===== config.mk =====
export PLATFORM = sky130hd
export DESIGN_NAME = proc_req_ctrl_flat
export DESIGN_NICKNAME = d
export VERILOG_FILES = /design/src/rtl/proc_req_ctrl_if.sv /design/src/rtl/proc_req_ctrl.sv /design/src/flat_wrapper.sv
export SDC_FILE = /design/constraint.sdc
export NUM_CORES = 1
export LEC_CHECK = 0
export CAP_MARGIN = 20
export CELL_PAD_IN_SITES_DETAIL_PLACEMENT = 0
export CELL_PAD_IN_SITES_GLOBAL_PLACEMENT = 2
export CORE_MARGIN = 2
export CORE_UTILIZATION = 24
export CTS_BUF_LIST = sky130_fd_sc_hd__clkbuf_4 sky130_fd_sc_hd__clkbuf_8 sky130_fd_sc_hd__clkbuf_16
export DETAILED_ROUTE_END_ITERATION = 10
export GPL_TIMING_DRIVEN = 0
export PLACE_DENSITY = 0.87
export SLEW_MARGIN = 20
export SYNTH_ARGS = -nofsm -noshare
export SYNTH_HDL_FRONTEND = slang
export SYNTH_SLANG_ARGS = --single-unit
export TNS_END_PERCENT = 30

===== constraint.sdc =====
create_clock -name clk -period 1.75 [get_ports clk]
set_clock_uncertainty 0.15 [all_clocks]
set_input_delay 0.175 -clock clk [delete_from_list [all_inputs] [get_ports clk]]
set_output_delay 0.175 -clock clk [all_outputs]
set_load 0.005 [all_outputs]

===== src/rtl/proc_req_ctrl_if.sv =====
// Processor request controller signal bundle.
// slave: controller side (commands, lookup, bus, status); master: environment side.
interface proc_req_ctrl_if #(
    parameter int ADDR_WID   = 32,
    parameter int INDEX_MSB  = 19,
    parameter int INDEX_LSB  = 2,
    parameter int TAG_MSB    = 31,
    parameter int TAG_LSB    = 20,
    parameter int OFFSET_MSB = 1,
    parameter int OFFSET_LSB = 0,
    parameter int CNT_WID    = 16
);
    logic                         cmd_rd;
    logic                         cmd_wr;
    logic [INDEX_MSB:INDEX_LSB]   index_proc;
    logic [TAG_MSB:TAG_LSB]       tag_proc;
    logic [OFFSET_MSB:OFFSET_LSB] blk_offset_proc;

    logic                         lookup_en;
    logic [INDEX_MSB:INDEX_LSB]   lookup_index;
    logic [TAG_MSB:TAG_LSB]       lookup_tag;
    logic                         lookup_done;
    logic                         lookup_hit;
    logic                         lookup_dirty;
    logic [TAG_MSB:TAG_LSB]       victim_tag;

    logic                         bus_rd;
    logic                         bus_wb;
    logic [ADDR_WID-1:0]          bus_addr;
    logic                         bus_ack;

    logic                         tag_update;
    logic                         set_dirty;
    logic                         proc_busy;
    logic                         proc_done;
    logic                         proc_hit;
    logic [OFFSET_MSB:OFFSET_LSB] blk_offset_q;
    logic                         cmd_err;
    logic [CNT_WID-1:0]           hit_cnt;
    logic [CNT_WID-1:0]           miss_cnt;

    modport slave (
        input  cmd_rd, cmd_wr, index_proc, tag_proc,
        input  blk_offset_proc,
        input  lookup_done, lookup_hit, lookup_dirty,
        input  victim_tag, bus_ack,
        output lookup_en, lookup_index, lookup_tag,
        output bus_rd, bus_wb, bus_addr,
        output tag_update, set_dirty,
        output proc_busy, proc_done, proc_hit,
        output blk_offset_q, cmd_err,
        output hit_cnt, miss_cnt
    );

    modport master (
        output cmd_rd, cmd_wr, index_proc, tag_proc,
        output blk_offset_proc,
        output lookup_done, lookup_hit, lookup_dirty,
        output victim_tag, bus_ack,
        input  lookup_en, lookup_index, lookup_tag,
        input  bus_rd, bus_wb, bus_addr,
        input  tag_update, set_dirty,
        input  proc_busy, proc_done, proc_hit,
        input  blk_offset_q, cmd_err,
        input  hit_cnt, miss_cnt
    );
endinterface


===== src/rtl/proc_req_ctrl.sv =====
// Cache request controller: lookup, dirty writeback, line fill, completion.
// Ports: clk, rst_n (async low), io (proc_req_ctrl_if.slave bundle).
module proc_req_ctrl #(
    parameter int ADDR_WID   = 32,
    parameter int INDEX_MSB  = 19,
    parameter int INDEX_LSB  = 2,
    parameter int TAG_MSB    = 31,
    parameter int TAG_LSB    = 20,
    parameter int OFFSET_MSB = 1,
    parameter int OFFSET_LSB = 0,
    parameter int CNT_WID    = 16
) (
    input  logic            clk,
    input  logic            rst_n,
    proc_req_ctrl_if.slave  io
);
    localparam int TAG_W = TAG_MSB - TAG_LSB + 1;
    localparam int IDX_W = INDEX_MSB - INDEX_LSB + 1;
    localparam int OFF_W = OFFSET_MSB - OFFSET_LSB + 1;
    localparam logic [CNT_WID-1:0] CNT_MAX = '1;

    typedef enum logic [2:0] {
        IDLE, LOOKUP, WRITEBACK, FILL, UPDATE, DONE
    } state_t;

    state_t state;
    state_t state_nxt;

    logic [TAG_W-1:0]   tag_q;
    logic [TAG_W-1:0]   victim_q;
    logic [IDX_W-1:0]   index_q;
    logic [OFF_W-1:0]   off_q;
    logic               is_wr_q;
    logic               hit_q;
    logic               err_q;
    logic [CNT_WID-1:0] hit_cnt_q;
    logic [CNT_WID-1:0] miss_cnt_q;
    logic               cmd_any;
    logic [ADDR_WID-1:0] wb_addr;
    logic [ADDR_WID-1:0] fill_addr;

    assign cmd_any = io.cmd_rd | io.cmd_wr;

    always_ff @(posedge clk or negedge rst_n) begin
        if (!rst_n) begin
            state <= IDLE;
        end else begin
            state <= state_nxt;
        end
    end

    always_comb begin
        state_nxt = state;
        unique case (state)
            IDLE: begin
                if (cmd_any) state_nxt = LOOKUP;
            end
            LOOKUP: begin
                if (io.lookup_done) begin
                    if (io.lookup_hit)
                        state_nxt = is_wr_q ? UPDATE : DONE;
                    else if (io.lookup_dirty)
                        state_nxt = WRITEBACK;
                    else
                        state_nxt = FILL;
                end
            end
            WRITEBACK: begin
                if (io.bus_ack) state_nxt = FILL;
            end
            FILL: begin
                if (io.bus_ack) state_nxt = UPDATE;
            end
            UPDATE:  state_nxt = DONE;
            DONE:    state_nxt = IDLE;
            default: state_nxt = IDLE;
        endcase
    end

    always_ff @(posedge clk or negedge rst_n) begin
        if (!rst_n) begin
            tag_q      <= '0;
            victim_q   <= '0;
            index_q    <= '0;
            off_q      <= '0;
            is_wr_q    <= 1'b0;
            hit_q      <= 1'b0;
            err_q      <= 1'b0;
            hit_cnt_q  <= '0;
            miss_cnt_q <= '0;
        end else begin
            err_q <= 1'b0;
            if (state == IDLE && cmd_any) begin
                tag_q   <= io.tag_proc;
                index_q <= io.index_proc;
                off_q   <= io.blk_offset_proc;
                // Both commands at once degrade to a read.
                is_wr_q <= io.cmd_wr & ~io.cmd_rd;
                err_q   <= io.cmd_wr & io.cmd_rd;
            end
            if (state == LOOKUP && io.lookup_done) begin
                hit_q <= io.lookup_hit;
                if (!io.lookup_hit && io.lookup_dirty)
                    victim_q <= io.victim_tag;
            end
            if (state == DONE) begin
                if (hit_q) begin
                    if (hit_cnt_q != CNT_MAX)
                        hit_cnt_q <= hit_cnt_q + 1'b1;
                end else if (miss_cnt_q != CNT_MAX) begin
                    miss_cnt_q <= miss_cnt_q + 1'b1;
                end
            end
        end
    end

    assign wb_addr   = {victim_q, index_q, {OFF_W{1'b0}}};
    assign fill_addr = {tag_q, index_q, {OFF_W{1'b0}}};

    assign io.lookup_en    = (state == LOOKUP);
    assign io.lookup_index = index_q;
    assign io.lookup_tag   = tag_q;
    assign io.bus_wb       = (state == WRITEBACK);
    assign io.bus_rd       = (state == FILL);
    assign io.bus_addr     = (state == WRITEBACK) ? wb_addr :
                             (state == FILL)      ? fill_addr : '0;
    // UPDATE is reached only after a miss or a write hit.
    assign io.tag_update   = (state == UPDATE) & ~hit_q;
    assign io.set_dirty    = (state == UPDATE) & is_wr_q;
    assign io.proc_busy    = (state != IDLE);
    assign io.proc_done    = (state == DONE);
    assign io.proc_hit     = (state == DONE) & hit_q;
    assign io.blk_offset_q = off_q;
    assign io.cmd_err      = err_q;
    assign io.hit_cnt      = hit_cnt_q;
    assign io.miss_cnt     = miss_cnt_q;
endmodule


===== src/flat_wrapper.sv =====
// flat-port wrapper written by rule: the top's interface ports become plain ports
module proc_req_ctrl_flat 
#(
    parameter int ADDR_WID   = 32,
    parameter int INDEX_MSB  = 19,
    parameter int INDEX_LSB  = 2,
    parameter int TAG_MSB    = 31,
    parameter int TAG_LSB    = 20,
    parameter int OFFSET_MSB = 1,
    parameter int OFFSET_LSB = 0,
    parameter int CNT_WID    = 16
)
  (clk, rst_n, io_cmd_rd, io_cmd_wr, io_index_proc, io_tag_proc, io_blk_offset_proc, io_lookup_done, io_lookup_hit, io_lookup_dirty, io_victim_tag, io_bus_ack, io_lookup_en, io_lookup_index, io_lookup_tag, io_bus_rd, io_bus_wb, io_bus_addr, io_tag_update, io_set_dirty, io_proc_busy, io_proc_done, io_proc_hit, io_blk_offset_q, io_cmd_err, io_hit_cnt, io_miss_cnt);
  proc_req_ctrl_if #(.ADDR_WID(ADDR_WID), .INDEX_MSB(INDEX_MSB), .INDEX_LSB(INDEX_LSB), .TAG_MSB(TAG_MSB), .TAG_LSB(TAG_LSB), .OFFSET_MSB(OFFSET_MSB), .OFFSET_LSB(OFFSET_LSB), .CNT_WID(CNT_WID)) io_i ();
  input  logic clk;
  input  logic rst_n;
  input wire logic [$bits(io_i.cmd_rd)-1:0] io_cmd_rd;
  input wire logic [$bits(io_i.cmd_wr)-1:0] io_cmd_wr;
  input wire logic [$bits(io_i.index_proc)-1:0] io_index_proc;
  input wire logic [$bits(io_i.tag_proc)-1:0] io_tag_proc;
  input wire logic [$bits(io_i.blk_offset_proc)-1:0] io_blk_offset_proc;
  input wire logic [$bits(io_i.lookup_done)-1:0] io_lookup_done;
  input wire logic [$bits(io_i.lookup_hit)-1:0] io_lookup_hit;
  input wire logic [$bits(io_i.lookup_dirty)-1:0] io_lookup_dirty;
  input wire logic [$bits(io_i.victim_tag)-1:0] io_victim_tag;
  input wire logic [$bits(io_i.bus_ack)-1:0] io_bus_ack;
  output wire logic [$bits(io_i.lookup_en)-1:0] io_lookup_en;
  output wire logic [$bits(io_i.lookup_index)-1:0] io_lookup_index;
  output wire logic [$bits(io_i.lookup_tag)-1:0] io_lookup_tag;
  output wire logic [$bits(io_i.bus_rd)-1:0] io_bus_rd;
  output wire logic [$bits(io_i.bus_wb)-1:0] io_bus_wb;
  output wire logic [$bits(io_i.bus_addr)-1:0] io_bus_addr;
  output wire logic [$bits(io_i.tag_update)-1:0] io_tag_update;
  output wire logic [$bits(io_i.set_dirty)-1:0] io_set_dirty;
  output wire logic [$bits(io_i.proc_busy)-1:0] io_proc_busy;
  output wire logic [$bits(io_i.proc_done)-1:0] io_proc_done;
  output wire logic [$bits(io_i.proc_hit)-1:0] io_proc_hit;
  output wire logic [$bits(io_i.blk_offset_q)-1:0] io_blk_offset_q;
  output wire logic [$bits(io_i.cmd_err)-1:0] io_cmd_err;
  output wire logic [$bits(io_i.hit_cnt)-1:0] io_hit_cnt;
  output wire logic [$bits(io_i.miss_cnt)-1:0] io_miss_cnt;
  assign io_i.cmd_rd = io_cmd_rd;
  assign io_i.cmd_wr = io_cmd_wr;
  assign io_i.index_proc = io_index_proc;
  assign io_i.tag_proc = io_tag_proc;
  assign io_i.blk_offset_proc = io_blk_offset_proc;
  assign io_i.lookup_done = io_lookup_done;
  assign io_i.lookup_hit = io_lookup_hit;
  assign io_i.lookup_dirty = io_lookup_dirty;
  assign io_i.victim_tag = io_victim_tag;
  assign io_i.bus_ack = io_bus_ack;
  assign io_lookup_en = io_i.lookup_en;
  assign io_lookup_index = io_i.lookup_index;
  assign io_lookup_tag = io_i.lookup_tag;
  assign io_bus_rd = io_i.bus_rd;
  assign io_bus_wb = io_i.bus_wb;
  assign io_bus_addr = io_i.bus_addr;
  assign io_tag_update = io_i.tag_update;
  assign io_set_dirty = io_i.set_dirty;
  assign io_proc_busy = io_i.proc_busy;
  assign io_proc_done = io_i.proc_done;
  assign io_proc_hit = io_i.proc_hit;
  assign io_blk_offset_q = io_i.blk_offset_q;
  assign io_cmd_err = io_i.cmd_err;
  assign io_hit_cnt = io_i.hit_cnt;
  assign io_miss_cnt = io_i.miss_cnt;
  proc_req_ctrl #(.ADDR_WID(ADDR_WID), .INDEX_MSB(INDEX_MSB), .INDEX_LSB(INDEX_LSB), .TAG_MSB(TAG_MSB), .TAG_LSB(TAG_LSB), .OFFSET_MSB(OFFSET_MSB), .OFFSET_LSB(OFFSET_LSB), .CNT_WID(CNT_WID)) u_core (.clk(clk), .rst_n(rst_n), .io(io_i));
endmodule

==> results.yml <==
status:
  status: "finished, violations left"
  violations: "negative setup slack"
worst_setup_path:
  end_kind: "primary output"
  cp-startpoint: "u_core.state[1]$_DFFE_PN0P_"
  path_max_fanout: 4
  r2r_cells: 5
  timing.rr.start: "u_core.state[1]$_DFFE_PN0P_"
  cp_slowest_cell: "dfrtp_1"
  reg2reg_slack_ns: -0.17
  crit_required_ns: 1.42
  critPathKind: "reg -> out"
  cp.arrival_ns: 1.63
  regToRegEndpoint: "u_core.io.miss_cnt[15]$_DFFE_PN0P_"
  crit_path_max_incr_delay_ns: 0.40
  startpoint_type: "register"
  cp_cell_sequence: "clkbuf_8 > nor2b_4 > clkbuf_8 > buf_6 > buf_6 > and2_4 > buf_6"
  crit_path_frequent_cell: "buf_6"
cells_and_area:
  multiInputGateArea_um2: 2083
  nets: 601
  diodes: 0
  fin_cells: 768
  fillers: 1548
  regArea_um2: 2054
  drive_gt1_frac: 0.3913
  areaGrowthSynthToFinish_pct: 78.78
pwr:
  power.share.switching: 0.3043
  p_comb_frac: 0.511
  clock_power_share: 0.196
  vdd_drop_max_uv: 679.9
  p_int_uw: 7378
  p_total_uw: 10610
  p_per_area_nw_per_um2: 1522
  leakage_uw: 0.003187
  sequentialPowerShare: 0.293
  p_sw_uw: 3228
floorplanning:
  die_area_um2: 17280
  io_pins: 157
  core_um2: 15890
  die_h_um: 131.4
  die_w_um: 131.4
  row_count: 46
  start_util: 0.2454
yosys:
  ys_async_sr_fraction: 1.000
  post-synth-top-area-fraction: 0.5265
  yosys-top-cells-area: "dfrtp_1, mux2_2, xor2_1, and2_1, mux2i_1"
  synth_edf_count: 0
  ys_ff_latch: 82
  avgSynthCellArea_um2: 11.92
  ys.flop_type: "dfrtp_1"
  synth_commonest_cells: "dfrtp_1, mux2_2, xor2_1"
  ys_seq_area_frac: 0.5265
  yosysWarnings: 0
  synth_area_um2: 3897
  syn_inst: 327
  synth_cell_types: 39
  synth.most_common_cell: "dfrtp_1"
  synth_top_area_cell: "dfrtp_1"
hold_path:
  min_path_type: "in -> async"
sta:
  finalHoldViolCount: 0
  timing.setup.tns_ns: -10.78
  worst_slack_ns: -0.2096
  fin_hold_ws_ns: 0.2430
  maxSlewViolCount: 0
  worst_slew_pin_slew_ns: 0.6028
  finalCriticalPeriod_ns: 1.960
  fmaxAchievable_mhz: 510.3
  setup_viol: 100
  relSlewSlack: 0.5982
  final.period_utilization: 1.120
  rsz0062_at_grt: "yes"
detailed_routing:
  vias: 3396
  detail_route.wl_per_cell_um: 15.88
  viasPerCell: 4.422
  final_antenna_net_count: 0
  drt_iter0_markers: 98
  drc_errors: 0
  wl_um: 12190
  dr.pass1.iters: 4
place:
  gp_congestion: 0.7745
  place.port_buffers: 154
  dp_hpwl_um: 7961
  dpl.cell_count: 699
clocking:
  clk_latency_ns: 0.34
  tritoncts: "yes"
  clk_pin_slew_ns: 0.06
  numCtsBuffers: 9
  cts.root.buffer_cell: "clkbuf_16"
  clock-sinks: 82
  htreeDepth: 3
  clk_path_buf_depth: 2
global_route:
  use_met1: 0.1782
  gr-total-overflow: 0
  grt_pass1_wl_um: 19200
  grt_start_max_net_pins: 45
  grt_pass1_vias: 3540
  met3_usage: 0.04282
  grt-busiest-layer: "met2"
  global_route.usage.met2: 0.2184
  track_usage: 0.1393
  antenna_found_initial: 0
job:
  drv_cap: 0
-- state kept, by name, summed over array words and instances (netlist names), 2 cells and up --
signal,count
u_core.io.miss_cnt,16
u_core.state,3
u_core.io.blk_offset_q,2
u_core.io.lookup_tag,12
u_core.io.lookup_index,18
u_core.io.hit_cnt,16
u_core.victim_q,12
-- how the worst max path moves through the flow --
stage | end | slack [ns] | cells past startpoint
final | io_bus_addr[16] | -0.21 | 7
after detailed placement | io_bus_rd | -1.18 | 5
after global routing | io_bus_addr[17] | -0.29 | 7
after global placement | u_core.io.hit_cnt[2]$_DFFE_PN0P_ | -2.72 | 1
after CTS | u_core.io.miss_cnt[15]$_DFFE_PN0P_ | -0.28 | 5
after floorplan | u_core.io.miss_cnt[15]$_DFFE_PN0P_ | -0.09 | 5
-- power by group through the flow --
stage | registers, uW | logic [uW] | clock network [uW]
after floorplan | 3020 | 1740 | 0
after global placement | 3060 | 3730 | 0
after detailed placement | 3100 | 3780 | 0
after CTS | 3080 | 4610 | 2150
after global routing | 3200 | 5810 | 2250
final | 3110 | 5420 | 2080
-- routing by layer --
metal,wire [um],up-vias
met5,0,-
met4,228,0
met3,764,16
met2,5755,115
met1,5444,1675
li1,-,1590
-- through the flow --
stage	setup slack, ns	area (um2)	utilization
after floorplan	-0.08802	3925	-
after global placement	-2.722	5737	0.3611
after detailed placement	-1.184	5754	0.3622
after CTS	-0.2777	6496	0.4089
after global routing	-0.2935	6968	0.4386
final	-0.2096	6968	0.4386
-- layout by cell type (no fill, tap or decap), types with 3 or more instances in the layout --
master	count
and3_1	5
clkbuf_16	15
buf_6	26
xor2_1	27
clkinvlp_4	3
mux2_4	30
nor3_2	3
and2_4	7
clkbuf_8	3
clkdlybuf4s15_2	3
nor2_1	17
clkbuf_2	7
nor4_2	4
nor3_1	8
xnor2_1	4
nand3_1	6
nand4_1	12
nor3b_1	3
mux2i_1	12
dlygate4sd2_1	4
buf_4	35
buf_12	5
a21oi_1	4
buf_2	18
nor2_2	7
mux2_2	18
dfrtp_1	80
and2_1	13
clkdlybuf4s50_1	114
nand2_1	12
-- repair_timing --
action | in CTS | in global routing
endpoints found under the hold margin | 43 | 0
gates cloned | 4 | 4
setup buffers | 24 | 23
endpoints found under the setup margin | 113 | 115
pin swaps | 25 | 17
gates resized for setup | 192 | 83
hold buffers | 1 | 0
-- worst max-delay path, delay by kind of cell, from the launching register on --
family,cells,cell delay [ns]
buffers and inverters,5,0.60
DFF,1,0.40
and+or+nand+nor,2,0.28
-- cell type report --
cell class,count,share of cell area
timing repair buffer,209,0.2869
tap,216,0.03879
inverter,4,0.002514
buffer,15,0.03124
clock buffer,9,0.03232
sequential,82,0.2948
clock inverter,7,0.01437
multi-input combinational,226,0.2990
-- cells by family (layout without fill, tap and decap cells) --
family	Yosys count	after routing	synth area share
and+or+nand+nor	120	120	0.1811
DFF	82	82	0.5265
muxes	60	60	0.1695
xor gates and xnor gates	31	31	0.06966
buffers and inverters	20	244	0.02761
AOI/OAI and AO/OA	11	11	0.01830
adders and majority gates	2	2	0.006420
other	1	2	0.0009622
No activity file was read; power rests on OpenSTA's default activity.
==> RTL edit: new RTL, config.mk and constraints unchanged <==
The 6 states of `state_t` get a one-hot encoding in 6 bits.
--- a/src/rtl/proc_req_ctrl.sv
+++ b/src/rtl/proc_req_ctrl.sv
@@ -20,6 +20,6 @@
     localparam logic [CNT_WID-1:0] CNT_MAX = '1;
 
-    typedef enum logic [2:0] {
-        IDLE, LOOKUP, WRITEBACK, FILL, UPDATE, DONE
+    typedef enum logic [5:0] {
+        IDLE = 6'b000001, LOOKUP = 6'b000010, WRITEBACK = 6'b000100, FILL = 6'b001000, UPDATE = 6'b010000, DONE = 6'b100000
     } state_t;
 
Function: same outputs for any inputs over 10 cycles, from zero or initial values and one cycle with rst_n low; not proved beyond that.
==> RTL edit against the unedited design <==
The flow still finishes with violations (negative setup slack); worst setup slack got worse by 0.64 ns; total power decreased by 18%; cell area rose by 2.9%; core utilization fell by 0.65 points; sequential cell count is 3 higher; non-clock buffer count shrank 2; sequential power about the same; synthesized area grew 4.5%; clock power fell by 9%; largest power group unchanged; highest routed layer unchanged; routed wire length rose by 6.4%; combinational power down 31%; critical path type unchanged; global-route usage is 0.72 points higher.
==> RTL edit: results (changes against the unedited design) <==
- Status: complete, but fails checks
- Failing checks: negative setup slack
- Yosys cell types: 48 (+23%)
- Worst slew pin tran: 0.718 ns (+0.115 ns)
- Placed insts: 714 (+2.1%)
- Nets: 615 (+2.3%)
- Min setup slack post-route: -0.848 ns (-0.638 ns)
- WL final: 13,000 µm (+6.4%)
- M3 GR Usage: 4.46% (+0.18 points)
- Mapped Cells: 338 (+3.4%)
- Grt met2 use: 23.5% (+1.7 points)
- Family with the most delay on the worst path: simple AND/OR/NAND/NOR gates
- Critical Path Max Stage Delay: 0.59 ns (+0.19 ns)
- Slowest CP cell: or4_4
- Post-synthesis compound-gate area fraction: 7.09% (+5.3 points)
- Hold slack: 0.287 ns (+0.0440 ns)
- Switching share of power: 29.4% (-1.1 points)
- Fill count: 1,534 (-0.90%)
- Synth Area in XOR/XNOR: 6.02% (-0.95 points)
- Placer Congestion: 0.775 (about the same)
- CP max FO: 5 (+1)
- First-pass GRT wire length: 20,800 µm (+8.3%)
- Commonest cells in the netlist: 84 x dfrtp_1, 29 x mux2_1, 22 x and2_1
- Seq/Total Area, Yosys: 52.2% (-0.41 points)
- Max VDD drop: 0.891 mV (+31%)
- Final setup vio count: 119 (+19%)
- Largest net degree at the start of global routing: 54 (+20%)
- Total track usage: 14.7% (+0.72 points)
- Reg2reg path depth: 7 (+2)
- Reg-to-reg slack, setup: -0.73 ns (-0.56 ns)
- Adder-cell share of the synthesized area: 0.614% (-0.028 points)
- Hold WC Path Type: in -> reg
==> RTL edit: cell count changes after synthesis, sizes merged, moves of 4 or more <==
cell,change
nand4,-5
xnor2,+8
nor2,-22
clkbuf,-4
a22o,+12
xor2,-11
mux2i,-12
nand2,+5
a31oi,+4
nand3,+6
==> RTL edit: final cells by class <==
type | count | area share [%]
plain buffers | 10 | 1.89
clock buffers | 10 | 3.25
clock inverters | 5 | 0.733
inverters | 7 | 0.367
multi-input cells | 236 | 31.0
flip-flops and latches | 85 | 29.7
well taps | 220 | 3.84
repair buffers | 212 | 29.1
==> RTL edit: power by group through the flow <==
stage          clock, W  sequential [W]  combinational [W]
6_report        0.00189         0.00311            0.00372
5_1_grt         0.00203         0.00321            0.00398
4_1_cts         0.00196         0.00309            0.00340
3_5_place_dp          0         0.00308            0.00260
3_3_place_gp          0         0.00304            0.00256
2_1_floorplan         0         0.00300            0.00121
==> RTL edit: kinds of logic (layout without fill, tap and decap cells) <==
kind of cell,Yosys count,count (layout)
AND/OR/NAND/NOR,116,116
flip-flops,85,85
AO/OA/AOI/OAI,39,39
other,1,2
multiplexers,49,49
adder cells (fa/ha/maj),2,2
buffers and inverters,18,244
XOR/XNOR,28,28
==> RTL edit: what timing repair did <==
| action | CTS | global route |
|---|---|---|
| pin swaps | 38 | 32 |
| setup endpoints to repair | 123 | 123 |
| hold endpoints to repair | 52 | 0 |
| gates resized for setup | 270 | 43 |
| hold buffers | 1 | 0 |
| cloned | 2 | 1 |
| buffers inserted | 48 | 8 |
==> RTL edit: worst max path at each step <==
stage,from,end,slack [ns],cells after the start
after detailed placement,u_core.state[1],io_bus_addr[12],-1.37,5
after floorplan,u_core.state[3],u_core.io.blk_offset_q[0],-0.53,6
after CTS,u_core.state[1],io_bus_addr[15],-0.86,8
after global routing,u_core.state[5],io_bus_addr[15],-0.92,8
final,u_core.state[5],io_bus_addr[15],-0.85,8
after global placement,rst_n,u_core.victim_q[6],-2.92,1
==> RTL edit: through the flow <==
stage	TNS (ns)	worst slack [ns]	utilization (%)	cell area [µm²]	total power (W)
after floorplan	-32.19	-0.532	-	4090	0.00421
after global placement	-329.99	-2.92	35.6	5900	0.00561
after detailed placement	-87.57	-1.37	35.7	5920	0.00569
after CTS	-66.14	-0.864	41.6	6910	0.00844
after global routing	-78.51	-0.919	43.2	7170	0.00922
final	-67.70	-0.848	43.2	7170	0.00873
==> RTL edit: per-layer routing <==
metal / up-vias / share of wire [%]
met1: 1731 / 44
met5: - / 0
met3: 10 / 7.6
met2: 123 / 47
met4: 0 / 1.4
li1: 1672 / -
